`src/rtl/pipe_chain.sv`:
```
// pipe_chain: in-order register chain with valid/ready at both ends,
// per-stage stall and flush, bubble collapsing and exported stage state.
module pipe_chain #(
  parameter int unsigned WIDTH = 64,
  parameter int unsigned DEPTH = 4
) (
  input  logic                     clk,
  input  logic                     rst,
  input  logic                     in_valid,
  output logic                     in_ready,
  input  logic [WIDTH-1:0]         in_data,
  output logic                     out_valid,
  input  logic                     out_ready,
  output logic [WIDTH-1:0]         out_data,
  input  logic [DEPTH-1:0]         stall,
  input  logic [DEPTH-1:0]         flush,
  output logic [DEPTH-1:0]         stage_valid,
  output logic [DEPTH*WIDTH-1:0]   stage_data,
  output logic [$clog2(DEPTH+1)-1:0] occupancy
);

  localparam int unsigned OCC_W = $clog2(DEPTH + 1);

  logic [DEPTH-1:0] valid_q, valid_d;
  logic [WIDTH-1:0] data_q [DEPTH];
  logic [WIDTH-1:0] data_d [DEPTH];
  logic [OCC_W-1:0] occ_q, occ_d;

  logic [DEPTH-1:0] ev;
  logic [DEPTH-1:0] adv;
  logic [DEPTH:0]   rdy;
  logic             in_fire;
  logic             out_fire;

  // Ready chain walks from the consumer back to stage 0; a flushed stage counts as empty.
  always_comb begin
    ev  = '0;
    adv = '0;
    rdy = '0;
    rdy[DEPTH] = out_ready;
    for (int i = int'(DEPTH) - 1; i >= 0; i--) begin
      ev[i]  = valid_q[i] & ~flush[i];
      adv[i] = ev[i] & ~stall[i] & rdy[i+1];
      rdy[i] = ~ev[i] | adv[i];
    end
  end

  assign in_ready  = rdy[0] & ~rst;
  assign out_valid = ev[DEPTH-1] & ~stall[DEPTH-1];
  assign in_fire   = in_valid & in_ready;
  assign out_fire  = out_valid & out_ready;

  // Next-state: a stage loads from behind, else empties when it advances or is flushed.
  always_comb begin
    valid_d = valid_q;
    data_d  = data_q;
    if (in_fire) begin
      valid_d[0] = 1'b1;
      data_d[0]  = in_data;
    end else if (adv[0] | flush[0]) begin
      valid_d[0] = 1'b0;
    end
    for (int i = 1; i < int'(DEPTH); i++) begin
      if (adv[i-1]) begin
        valid_d[i] = 1'b1;
        data_d[i]  = data_q[i-1];
      end else if (adv[i] | flush[i]) begin
        valid_d[i] = 1'b0;
      end
    end
    occ_d = occ_q + OCC_W'(in_fire) - OCC_W'(out_fire)
          - OCC_W'($countones(valid_q & flush));
  end

  // State registers; reset clears every stage including its payload.
  always_ff @(posedge clk or posedge rst) begin
    if (rst) begin
      valid_q <= '0;
      occ_q   <= '0;
      for (int i = 0; i < int'(DEPTH); i++) begin
        data_q[i] <= '0;
      end
    end else begin
      valid_q <= valid_d;
      occ_q   <= occ_d;
      for (int i = 0; i < int'(DEPTH); i++) begin
        data_q[i] <= data_d[i];
      end
    end
  end

  // Flatten stage payloads for hazard/forwarding readers.
  always_comb begin
    stage_data = '0;
    for (int i = 0; i < int'(DEPTH); i++) begin
      stage_data[i*WIDTH +: WIDTH] = data_q[i];
    end
  end

  assign stage_valid = valid_q;
  assign out_data    = data_q[DEPTH-1];
  assign occupancy   = occ_q;

  occ_matches_valid : assert property (@(posedge clk) disable iff (rst)
    occ_q == OCC_W'($countones(valid_q)));

endmodule

```
`config.mk`:
```
export PLATFORM = sky130hd
export DESIGN_NAME = pipe_chain
export DESIGN_NICKNAME = d
export VERILOG_FILES = /design/src/rtl/pipe_chain.sv
export SDC_FILE = /design/constraint.sdc
export NUM_CORES = 1
export LEC_CHECK = 0
export CAP_MARGIN = 20
export CORE_AREA = 3 3 157 159
export CTS_CLUSTER_DIAMETER = 120
export DETAILED_ROUTE_END_ITERATION = 6
export DIE_AREA = 0 0 160 162
export DONT_BUFFER_PORTS = 1
export MAX_ROUTING_LAYER = met4
export SLEW_MARGIN = 10
export SYNTH_ARGS = -nofsm -noshare
export SYNTH_HDL_FRONTEND = slang
export SYNTH_SLANG_ARGS = --single-unit
```
`constraint.sdc`:
```
create_clock -name clk -period 26.4 [get_ports clk]
set_clock_uncertainty 0.1 [all_clocks]
set_input_delay 3.96 -clock clk [delete_from_list [all_inputs] [get_ports clk]]
set_output_delay 3.96 -clock clk [all_outputs]
set_load 0.005 [all_outputs]
```
==> results.tsv, run 1 <==
stage	metric	value	unit
run_status	status	finished, final reports clean	
clock_tree	clk slew on worst S/H paths	0.06	ns
floorplan	Die ar.	0.0259	sq mm
power_and_ir_drop	leakage power total	0.00520	uW
logic_synthesis	Most used DFF post-synth	dfrtp_1	
clock_tree	root buf cell	clkbuf_16	
placed_design	Port Buf Inserts	0	
clock_tree	Post-CTS Hold Buffers	0	
cells_and_area	Layout area overhead	7.41	%
global_routing	largest net degree at the start of global routing	111	
timing	slew margin rel.	33.7	%
placed_design	routability congestion estimate	0.774	
global_routing	initial antenna violation count	1	
power_and_ir_drop	cell area power density	101	mW/mm^2
global_routing	first-pass GRT wire length	34600	um
route	vias per std cell	5.43	
worst_setup_path	delay of the slowest critical-path stage	0.49	ns
floorplan	Row Count	56	
route	Routed wire per std cell	24.0	um
cells_and_area	filler cell count	2012	
placed_design	detailed-placement wirelength estimate	15400	um
logic_synthesis	share of the synthesized area in the top cell type	62.8	%
placed_design	dpl ws	17.26	ns
timing	Final Hold Viols	0	
logic_synthesis	number of synthesized flops with an enable pin	0	
cells_and_area	Final Cell Area	0.0113	sq mm
placed_design	dpl cell area	0.0103	sq mm
logic_synthesis	synthesized area	0.0105	sq mm
worst_setup_path	Worst setup EP type	output port	
worst_setup_path	Worst R2R Start	stage_valid[3]	
logic_synthesis	#FFs+latches synth	263	
floorplan	Placeable Area	0.0234	sq mm
logic_synthesis	Mapped Nets	742	
logic_synthesis	Yosys cell types	27	
placed_design	Post-Place Cells	894	
hold_path	Hold Crit Depth	1	
worst_setup_path	Arrival @ worst endpoint	5.10	ns
clock_tree	CTS Sinks	263	
timing	RSZ-0062 raised after global routing	false	
global_routing	grt ovf	0	
cells_and_area	share of layout cells above drive strength 1	34.1	%
logic_synthesis	most frequent cell after synthesis	dfrtp_1	
route	initial drt markers	340	
timing	Final setup viols	0	
cells_and_area	Nets	688	
worst_setup_path	Crit Path Category	in -> out	
timing	Max Clock Freq	0.109	GHz
logic_synthesis	Syn Area/Cell	15.9	sq um
clock_tree	Resized cells post-CTS	0	
timing	Tmin final	9.16	ns
worst_setup_path	flop-to-flop setup slack	23.26	ns
route	via count	5128	
timing	setup ws final	17.24	ns
floorplan	Die Wd	160	um
hold_path	Hold Path Class	reg -> reg	
run	# Max-Cap Violations	0	
worst_setup_path	R2R depth	10	
logic_synthesis	Seq/Total Area, Yosys	62.8	%
logic_synthesis	largest cells by area after synthesis	dfrtp_1 (63%), mux2_2 (17%), mux2_1 (11%)	
route	TritonRoute pass-1 iters	3	
logic_synthesis	area leader, netlist	dfrtp_1	
timing	Hold Slack	0.444	ns
worst_setup_path	CP Launch Point	flush[2]	
logic_synthesis	cells after synthesis	659	
route	ANT nets after route	0	
route	DRC	0	
logic_synthesis	ys async rst share	100	%
worst_setup_path	crit path cell chain	nand2b_1 -> or3b_1 -> o21ai_0 -> nor2_1	
floorplan	num ports	405	
floorplan	Starting Density	44.8	%
hold_path	Hold Path Sink	stage_data[47]	
route	final wirelength	22700	um
logic_synthesis	YS warnings	0	
timing	Slew @ Worst Pin	0.994	ns
worst_setup_path	Critical Path Start Type	input port	
clock_tree	H-tree levels	1	
clock_tree	worst skew pair latency	0.52	ns
logic_synthesis	Synth top cells by count	dfrtp_1 (263), mux2_2 (155), mux2_1 (101)	
global_routing	GRT Total Usage	17.3	%
cells_and_area	post-route non-filler standard cell count	945	
worst_setup_path	R2R Path End	occupancy[2]	
worst_setup_path	Max FO, Critical Path	6	
power_and_ir_drop	worst ir drop on vdd	0.0000504	V
global_routing	vias in the first global route	5668	
floorplan	Die Ht	162	um
clock_tree	TritonCTS clock tree	yes	
timing	Final Max Tran Viols	0	
worst_setup_path	Crit-path slowest cell	or3b_1	
hold_path	worst hold start	stage_data[47]	
clock_tree	clock buffer depth	3	
clock_tree	Post-CTS Repair Setup Buffers	0	
timing	Final TNS setup	0	ns
timing	fin crit share	34.7	%
clock_tree	number of CTS-inserted buffers	28	
worst_setup_path	Data required, critical path	22.34	ns
[power by group]
group	leakage, uW	switching [uW]	total [uW]	internal, uW
clock network	0.000475	150	391	241
logic	0.00141	41.7	113	71.3
registers	0.00332	124	630	506
total	0.00520	315	1130	819
[cell usage in the layout, fill, tap and decap left out, types with 2 or more instances in the layout]
master / n
clkinv_2: 7
mux2_1: 101
clkbuf_1: 4
nor2b_1: 4
dfrtp_1: 263
xnor2_1: 3
clkbuf_8: 8
fa_1: 3
bufinv_16: 2
o21ai_0: 3
and2_1: 5
a21oi_1: 2
buf_4: 6
clkbuf_16: 29
ha_1: 4
mux2_2: 155
nor2_1: 3
nand2_1: 2
nand2b_1: 4
inv_1: 7
[per-stage QoR]
stage / total power (uW) / util (%)
global placement: 745 / 44.1
detailed placement: 757 / 44.1
global route: 1190 / 48.1
floorplan: 701 / -
CTS: 1150 / 48.1
finish: 1130 / 48.1
[worst max-delay path, delay by kind of cell]
| kind | cells | cell delay, ns |
|---|---|---|
| compound gates | 1 | 0.29 |
| simple gates | 3 | 0.85 |
[worst max path at each step]
stage	endpoint	cells after the start
after floorplan	occupancy[0]	1
after global placement	in_ready	4
after detailed placement	in_ready	4
after CTS	in_ready	4
after global routing	in_ready	4
final	in_ready	4
[sequential cells by signal (all words and copies together) (netlist names)]
register / flops
stage_data: 192
occupancy: 3
out_data: 64
stage_valid: 4
[metal layers]
metal | part of all wire (%) | up-vias | GRT usage [%]
met1 | 37 | 2709 | 19.1
met4 | 2.4 | 0 | 4.85
li1 | - | 2118 | -
met3 | 10 | 39 | 6.63
met5 | 0 | - | -
met2 | 51 | 262 | 29.4
[final cells by class]
| type | instances | area, sq um | share of cell area, % |
|---|---|---|---|
| antenna | 1 | 2.50 | 0.0222 |
| clock buffer | 41 | 851 | 7.55 |
| clock inverter | 9 | 95.1 | 0.844 |
| inverter | 8 | 37.5 | 0.333 |
| multi-input combinational | 298 | 3250 | 28.9 |
| sequential | 263 | 6580 | 58.4 |
| tap | 319 | 399 | 3.54 |
| timing repair buffer | 6 | 45.0 | 0.400 |
[cell families (layout without fill, tap and decap cells)]
family          Yosys count  in the layout  synth area share (%)
flops                   263            263                  62.8
mux                     256            256                  27.5
buf+inv                  98             64                  6.43
simple gates             22             22                  1.24
compound gates           10             10                 0.764
fa+ha+maj                 7              7                  1.05
xor+xnor                  3              3                 0.251
other cells               0              1                     0
Note: power is estimated with default switching activity, not from simulation.
==> inputs of run 2 (changes only) <==
==> constraint.sdc (replaced) <==
create_clock -name clk -period 7.8 [get_ports clk]
set_clock_uncertainty 0.1 [all_clocks]
set_input_delay 1.17 -clock clk [delete_from_list [all_inputs] [get_ports clk]]
set_output_delay 1.17 -clock clk [all_outputs]
set_load 0.005 [all_outputs]
==> run 2 against run 1 <==
Critical path depth unchanged. Worst hold slack improved by 0.0034 ns. Sequential power grew to 3.4 times the previous value. Global-route usage up 0.58 points. Power grew to 3.3 times the previous value. Wire length rose by 1.0%. First-iteration DRC count shrank 29%. Via count is 0.57% lower. Non-clock buffer count grew 4. Combinational power rose to 3.4 times the previous value. Flip-flop and latch count unchanged. Cell count increased by 0.21%. Critical path type unchanged. Critical endpoint unchanged.
==> results.tsv, run 2 (same netlist as run 1, synthesis figures left out) <==
stage	metric	value	unit
timing	Slew @ Worst Pin	0.927	ns
placed_design	routability congestion estimate	0.760	
clock_tree	Post-CTS Hold Buffers	0	
placed_design	Port Buf Inserts	0	
worst_setup_path	Max FO, Critical Path	4	
worst_setup_path	Worst setup EP type	output port	
global_routing	first-pass GRT wire length	35600	um
timing	fin crit share	46.1	%
clock_tree	TritonCTS clock tree	yes	
timing	Final Hold Viols	0	
timing	Final TNS setup	0	ns
floorplan	num ports	405	
global_routing	initial antenna violation count	1	
hold_path	Hold Path Sink	stage_data[107]	
worst_setup_path	delay of the slowest critical-path stage	0.52	ns
clock_tree	Post-CTS Repair Setup Buffers	0	
worst_setup_path	Data required, critical path	6.53	ns
hold_path	Hold Crit Depth	1	
run_status	status	finished, final reports clean	
timing	Max Clock Freq	0.278	GHz
floorplan	Die ar.	0.0259	sq mm
clock_tree	worst skew pair latency	0.52	ns
worst_setup_path	Crit Path Category	in -> out	
cells_and_area	Nets	692	
cells_and_area	Layout area overhead	7.57	%
hold_path	worst hold start	stage_data[43]	
global_routing	largest net degree at the start of global routing	130	
route	Routed wire per std cell	24.2	um
floorplan	Die Ht	162	um
timing	Tmin final	3.60	ns
run	# Max-Cap Violations	0	
timing	Final Max Tran Viols	0	
floorplan	Row Count	56	
worst_setup_path	R2R Path End	occupancy[2]	
floorplan	Starting Density	44.8	%
cells_and_area	share of layout cells above drive strength 1	34.0	%
power_and_ir_drop	total power	3790	uW
clock_tree	root buf cell	clkbuf_16	
route	TritonRoute pass-1 iters	4	
worst_setup_path	Arrival @ worst endpoint	2.33	ns
cells_and_area	Util after Layout	48.2	%
clock_tree	CTS Sinks	263	
power_and_ir_drop	leakage power total	0.00520	uW
floorplan	Die Wd	160	um
global_routing	GRT Total Usage	17.8	%
cells_and_area	commonest non-fill, non-tap cell in the layout	dfrtp_1	
worst_setup_path	flop-to-flop setup slack	4.68	ns
power_and_ir_drop	cell area power density	336	mW/mm^2
clock_tree	clock buffer depth	3	
cells_and_area	max reg flops	192	
global_routing	vias in the first global route	5662	
global_routing	grt ovf	0	
timing	slew margin rel.	38.2	%
worst_setup_path	R2R depth	10	
worst_setup_path	Worst Path Buf+Inv	0	
route	initial drt markers	240	
placed_design	dpl ws	3.94	ns
timing	setup ws final	4.20	ns
floorplan	Placeable Area	0.0234	sq mm
route	final wirelength	22900	um
worst_setup_path	crit path cell chain	nand2b_1 -> a21oi_1 -> o21ai_0 -> nor2_1	
route	DRC	0	
power_and_ir_drop	worst ir drop on vdd	0.000183	V
cells_and_area	most frequent cells in the layout	dfrtp_1 (263), mux2_2 (155), mux2_1 (101), clkbuf_16 (29), clkbuf_8 (10)	
route	ANT nets after route	0	
route	vias per std cell	5.38	
hold_path	Hold Path Class	reg -> reg	
clock_tree	clk slew on worst S/H paths	0.06	ns
clock_tree	number of CTS-inserted buffers	28	
worst_setup_path	Critical Path Start Type	input port	
worst_setup_path	Crit-path slowest cell	a21oi_1	
worst_setup_path	CP delay by family, top	compound AO/OA/AOI/OAI gates	
worst_setup_path	Worst R2R Start	stage_valid[3]	
clock_tree	H-tree levels	1	
placed_design	detailed-placement wirelength estimate	16000	um
timing	Final setup viols	0	
clock_tree	Resized cells post-CTS	0	
route	via count	5099	
timing	RSZ-0062 raised after global routing	false	
[run 2: changes by cell type in the layout (fill, tap and decap cells not counted), sizes merged]
cell,before,now
buf,6,10
bufinv,2,0
clkbuf,41,45
clkinv,7,2
clkinvlp,0,2
inv,8,7
[run 2: metrics by stage]
stage | area [sq um] | cells | hold WS [ns]
after global routing | 11300 | 947 | 0.472
after floorplan | 10500 | 659 | 0.401
after detailed placement | 10300 | 897 | 0.442
after CTS | 11200 | 945 | 0.455
after global placement | 10300 | 897 | 0.436
final | 11300 | 947 | 0.448
[run 2: metal layers]
| metal | part of all wire, % | global-route usage (%) | wire [um] | up-vias |
|---|---|---|---|---|
| li1 | - | - | - | 2128 |
| met3 | 9.3 | 6.40 | 2120 | 31 |
| met1 | 37 | 20.1 | 8420 | 2671 |
| met2 | 52 | 30.7 | 11900 | 269 |
| met4 | 2.0 | 4.02 | 461 | 0 |
| met5 | 0 | - | 0 | - |
[run 2: how the worst max path moves through the flow]
stage / start / cells after the start / endpoint / slack [ns]
2_1_floorplan: rst / 1 / occupancy[0] / 3.06
3_3_place_gp: flush[3] / 10 / occupancy[2] / 4.01
3_5_place_dp: flush[3] / 10 / occupancy[2] / 3.94
4_1_cts: stall[3] / 4 / in_ready / 4.20
5_1_grt: stall[3] / 4 / in_ready / 4.07
6_report: stall[3] / 4 / in_ready / 4.20
[run 2: final cells by class]
type                       instances  area [sq um]
fill                            2028         12100
inverter                           8          33.8
antenna                            1          2.50
timing repair buffer              10           108
tap                              319           399
multi-input combinational        298          3250
sequential                       263          6580
clock inverter                     3          17.5
clock buffer                      45           886
[run 2: power by group]
group / switching, uW / internal (uW) / total (uW)
combinational: 142 / 243 / 385
sequential: 424 / 1710 / 2140
clock: 504 / 768 / 1270
==> inputs of run 3 (changes only) <==
--- a/config.mk
+++ b/config.mk
@@ -6,10 +6,10 @@
 export NUM_CORES = 1
 export LEC_CHECK = 0
 export CAP_MARGIN = 20
-export CORE_AREA = 3 3 157 159
+export CORE_AREA = 3 3 159 161
 export CTS_CLUSTER_DIAMETER = 120
 export DETAILED_ROUTE_END_ITERATION = 6
-export DIE_AREA = 0 0 160 162
+export DIE_AREA = 0 0 162 164
 export DONT_BUFFER_PORTS = 1
 export MAX_ROUTING_LAYER = met4
 export SLEW_MARGIN = 10
==> constraint.sdc (replaced) <==
create_clock -name clk -period 3.5 [get_ports clk]
set_clock_uncertainty 0.1 [all_clocks]
set_input_delay 0.525 -clock clk [delete_from_list [all_inputs] [get_ports clk]]
set_output_delay 0.525 -clock clk [all_outputs]
set_load 0.005 [all_outputs]
==> run 3 against run 2 <==
Combinational power grew 130%. Non-clock buffer count increased by 7. Die area rose by 2.5%. Global-route usage is 1.1 points lower. Worst hold slack got worse by 0.42 ns. Highest routed layer unchanged. Wire length is 1.8% lower. Cell count is 1.4% higher. Register-to-register slack worse by 4.4 ns. First-iteration DRC count decreased by 26%. Via count grew 0.73%. Flip-flop and latch count did not move. Count of clock-buffer cells in the layout shrank 3.
==> results.tsv, run 3 (same netlist as run 1, synthesis figures left out) <==
stage	metric	value	unit
run_status	status	finished, final reports clean	
route	Routed wire per std cell	23.4	um
cells_and_area	max reg flops	192	
clock_tree	CTS Sinks	263	
cells_and_area	Util after Layout	47.2	%
power_and_ir_drop	worst ir drop on vdd	0.000382	V
clock_tree	H-tree levels	1	
cells_and_area	share of layout cells above drive strength 1	34.3	%
worst_setup_path	Critical Path Start Type	flip-flop	
clock_tree	worst skew pair latency	0.52	ns
cells_and_area	commonest non-fill, non-tap cell in the layout	dfrtp_1	
clock_tree	Resized cells post-CTS	0	
timing	slew margin rel.	52.7	%
global_routing	vias in the first global route	5731	
cells_and_area	most frequent cells in the layout	dfrtp_1 (263), mux2_2 (155), mux2_1 (101), clkbuf_16 (29), buf_4 (11)	
route	DRC	0	
power_and_ir_drop	leakage power total	0.00525	uW
cells_and_area	Nets	699	
floorplan	Row Count	57	
timing	Tmin final	3.18	ns
worst_setup_path	CP Launch Point	stage_valid[3]	
clock_tree	TritonCTS clock tree	yes	
global_routing	grt ovf	0	
worst_setup_path	Worst setup EP type	flip-flop	
global_routing	initial antenna violation count	1	
floorplan	Die Ht	164	um
clock_tree	clock buffer depth	3	
route	final wirelength	22500	um
clock_tree	clk slew on worst S/H paths	0.06	ns
power_and_ir_drop	cell area power density	752	mW/mm^2
hold_path	worst hold start	in_data[20]	
global_routing	met1 GRT Util	17.4	%
cells_and_area	Layout area overhead	8.57	%
clock_tree	number of CTS-inserted buffers	28	
timing	Final Max Tran Viols	0	
timing	Slew @ Worst Pin	0.708	ns
worst_setup_path	Data required, critical path	3.85	ns
worst_setup_path	Worst R2R Start	stage_valid[3]	
timing	fin crit share	90.7	%
placed_design	detailed-placement wirelength estimate	16300	um
placed_design	routability congestion estimate	0.791	
route	ANT nets after route	0	
timing	Max Clock Freq	0.315	GHz
placed_design	Port Buf Inserts	0	
global_routing	largest net degree at the start of global routing	76	
floorplan	Starting Density	43.5	%
floorplan	Die ar.	0.0266	sq mm
power_and_ir_drop	total power	8560	uW
cells_and_area	Final Cell Area	0.0114	sq mm
worst_setup_path	Crit Path Category	reg -> reg	
floorplan	Placeable Area	0.0241	sq mm
timing	Final setup viols	0	
run	# Max-Cap Violations	0	
worst_setup_path	Arrival @ worst endpoint	3.52	ns
global_routing	GRT Total Usage	16.7	%
placed_design	dpl cell area	0.0104	sq mm
global_routing	M2 GR Usage	30.2	%
cells_and_area	filler cell count	2136	
route	initial drt markers	178	
route	TritonRoute pass-1 iters	4	
clock_tree	root buf cell	clkbuf_16	
route	via count	5136	
route	vias per std cell	5.35	
timing	RSZ-0062 raised after global routing	false	
global_routing	first-pass GRT wire length	34300	um
timing	Final Hold Viols	0	
floorplan	num ports	405	
floorplan	Die Wd	162	um
hold_path	Hold Path Class	in -> reg	
global_routing	GR Layer Usage met3	6.08	%
worst_setup_path	Max FO, Critical Path	4	
clock_tree	Post-CTS Repair Setup Buffers	0	
global_routing	Top Usage Layer GRT	met2	
## run 3: cell count changes in the layout (fill, tap and decap cells not counted), sizes merged
cell / delta
dlygate4sd3: +3
clkbuf: -3
clkinv: +2
inv: +1
bufinv: +2
clkinvlp: -1
buf: +4
## run 3: where the power goes
part	switching [uW]	leakage [uW]	internal, uW
Sequential	921	0.00332	3820
Clock	1140	0.000463	1800
Combinational	322	0.00147	549
Total	2380	0.00525	6170
## run 3: timing repair
item                                   4_1_cts  5_1_grt
hold buffers                                 3        0
setup endpoints to repair                    0        0
endpoints found under the hold margin       25        0
## run 3: per-stage QoR
stage / std cells / worst slack [ns] / setup TNS (ns) / hold WS [ns]
floorplan: 659 / -0.595 / -156.36 / 0.401
global placement: 907 / 0.335 / 0 / 0.424
CTS: 959 / 0.300 / 0 / 0.000164
detailed placement: 907 / 0.210 / 0 / 0.438
finish: 960 / 0.324 / 0 / 0.0276
global route: 960 / 0.128 / 0 / 0.00285
## run 3: critical path, stage by stage, from the launching register on
cell and delay [ns]:
dfrtp_1 0.38, nor2b_1 0.29, nor2b_1 0.27, and2_1 0.19, fa_1 0.44, fa_1 0.39, inv_1 0.09, fa_1 0.43
ha_1 0.22, xnor2_1 0.17, xnor2_1 0.13
## run 3: cell type report
cell class / instances / area [sq um] / area share [%]
flip-flops and latches: 263 / 6580 / 57.8
repair buffers: 17 / 173 / 1.52
clock inverters: 7 / 92.6 / 0.813
multi-input cells: 298 / 3250 / 28.6
inverters: 8 / 33.8 / 0.297
diodes: 1 / 2.50 / 0.0220
clock buffers: 42 / 845 / 7.42
well taps: 324 / 405 / 3.56
## run 3: final timing paths
path | slack [ns] | endpoint | cells past startpoint
hold / removal | 0.03 | stage_data[20] | 1
setup / recovery | 0.32 | occupancy[2] | 10
min in group asynchronous | 0.50 | stage_data[182] | 2
setup reg to reg | 0.32 | occupancy[2] | 10
hold reg to reg | 0.44 | stage_data[82] | 1
max in group asynchronous | 1.91 | stage_data[103] | 3
## run 3: layer usage
metal,routed length [um],part of all wire (%)
met5,0,0
met2,12200,54
met3,2150,9.6
met4,432,1.9
met1,7700,34
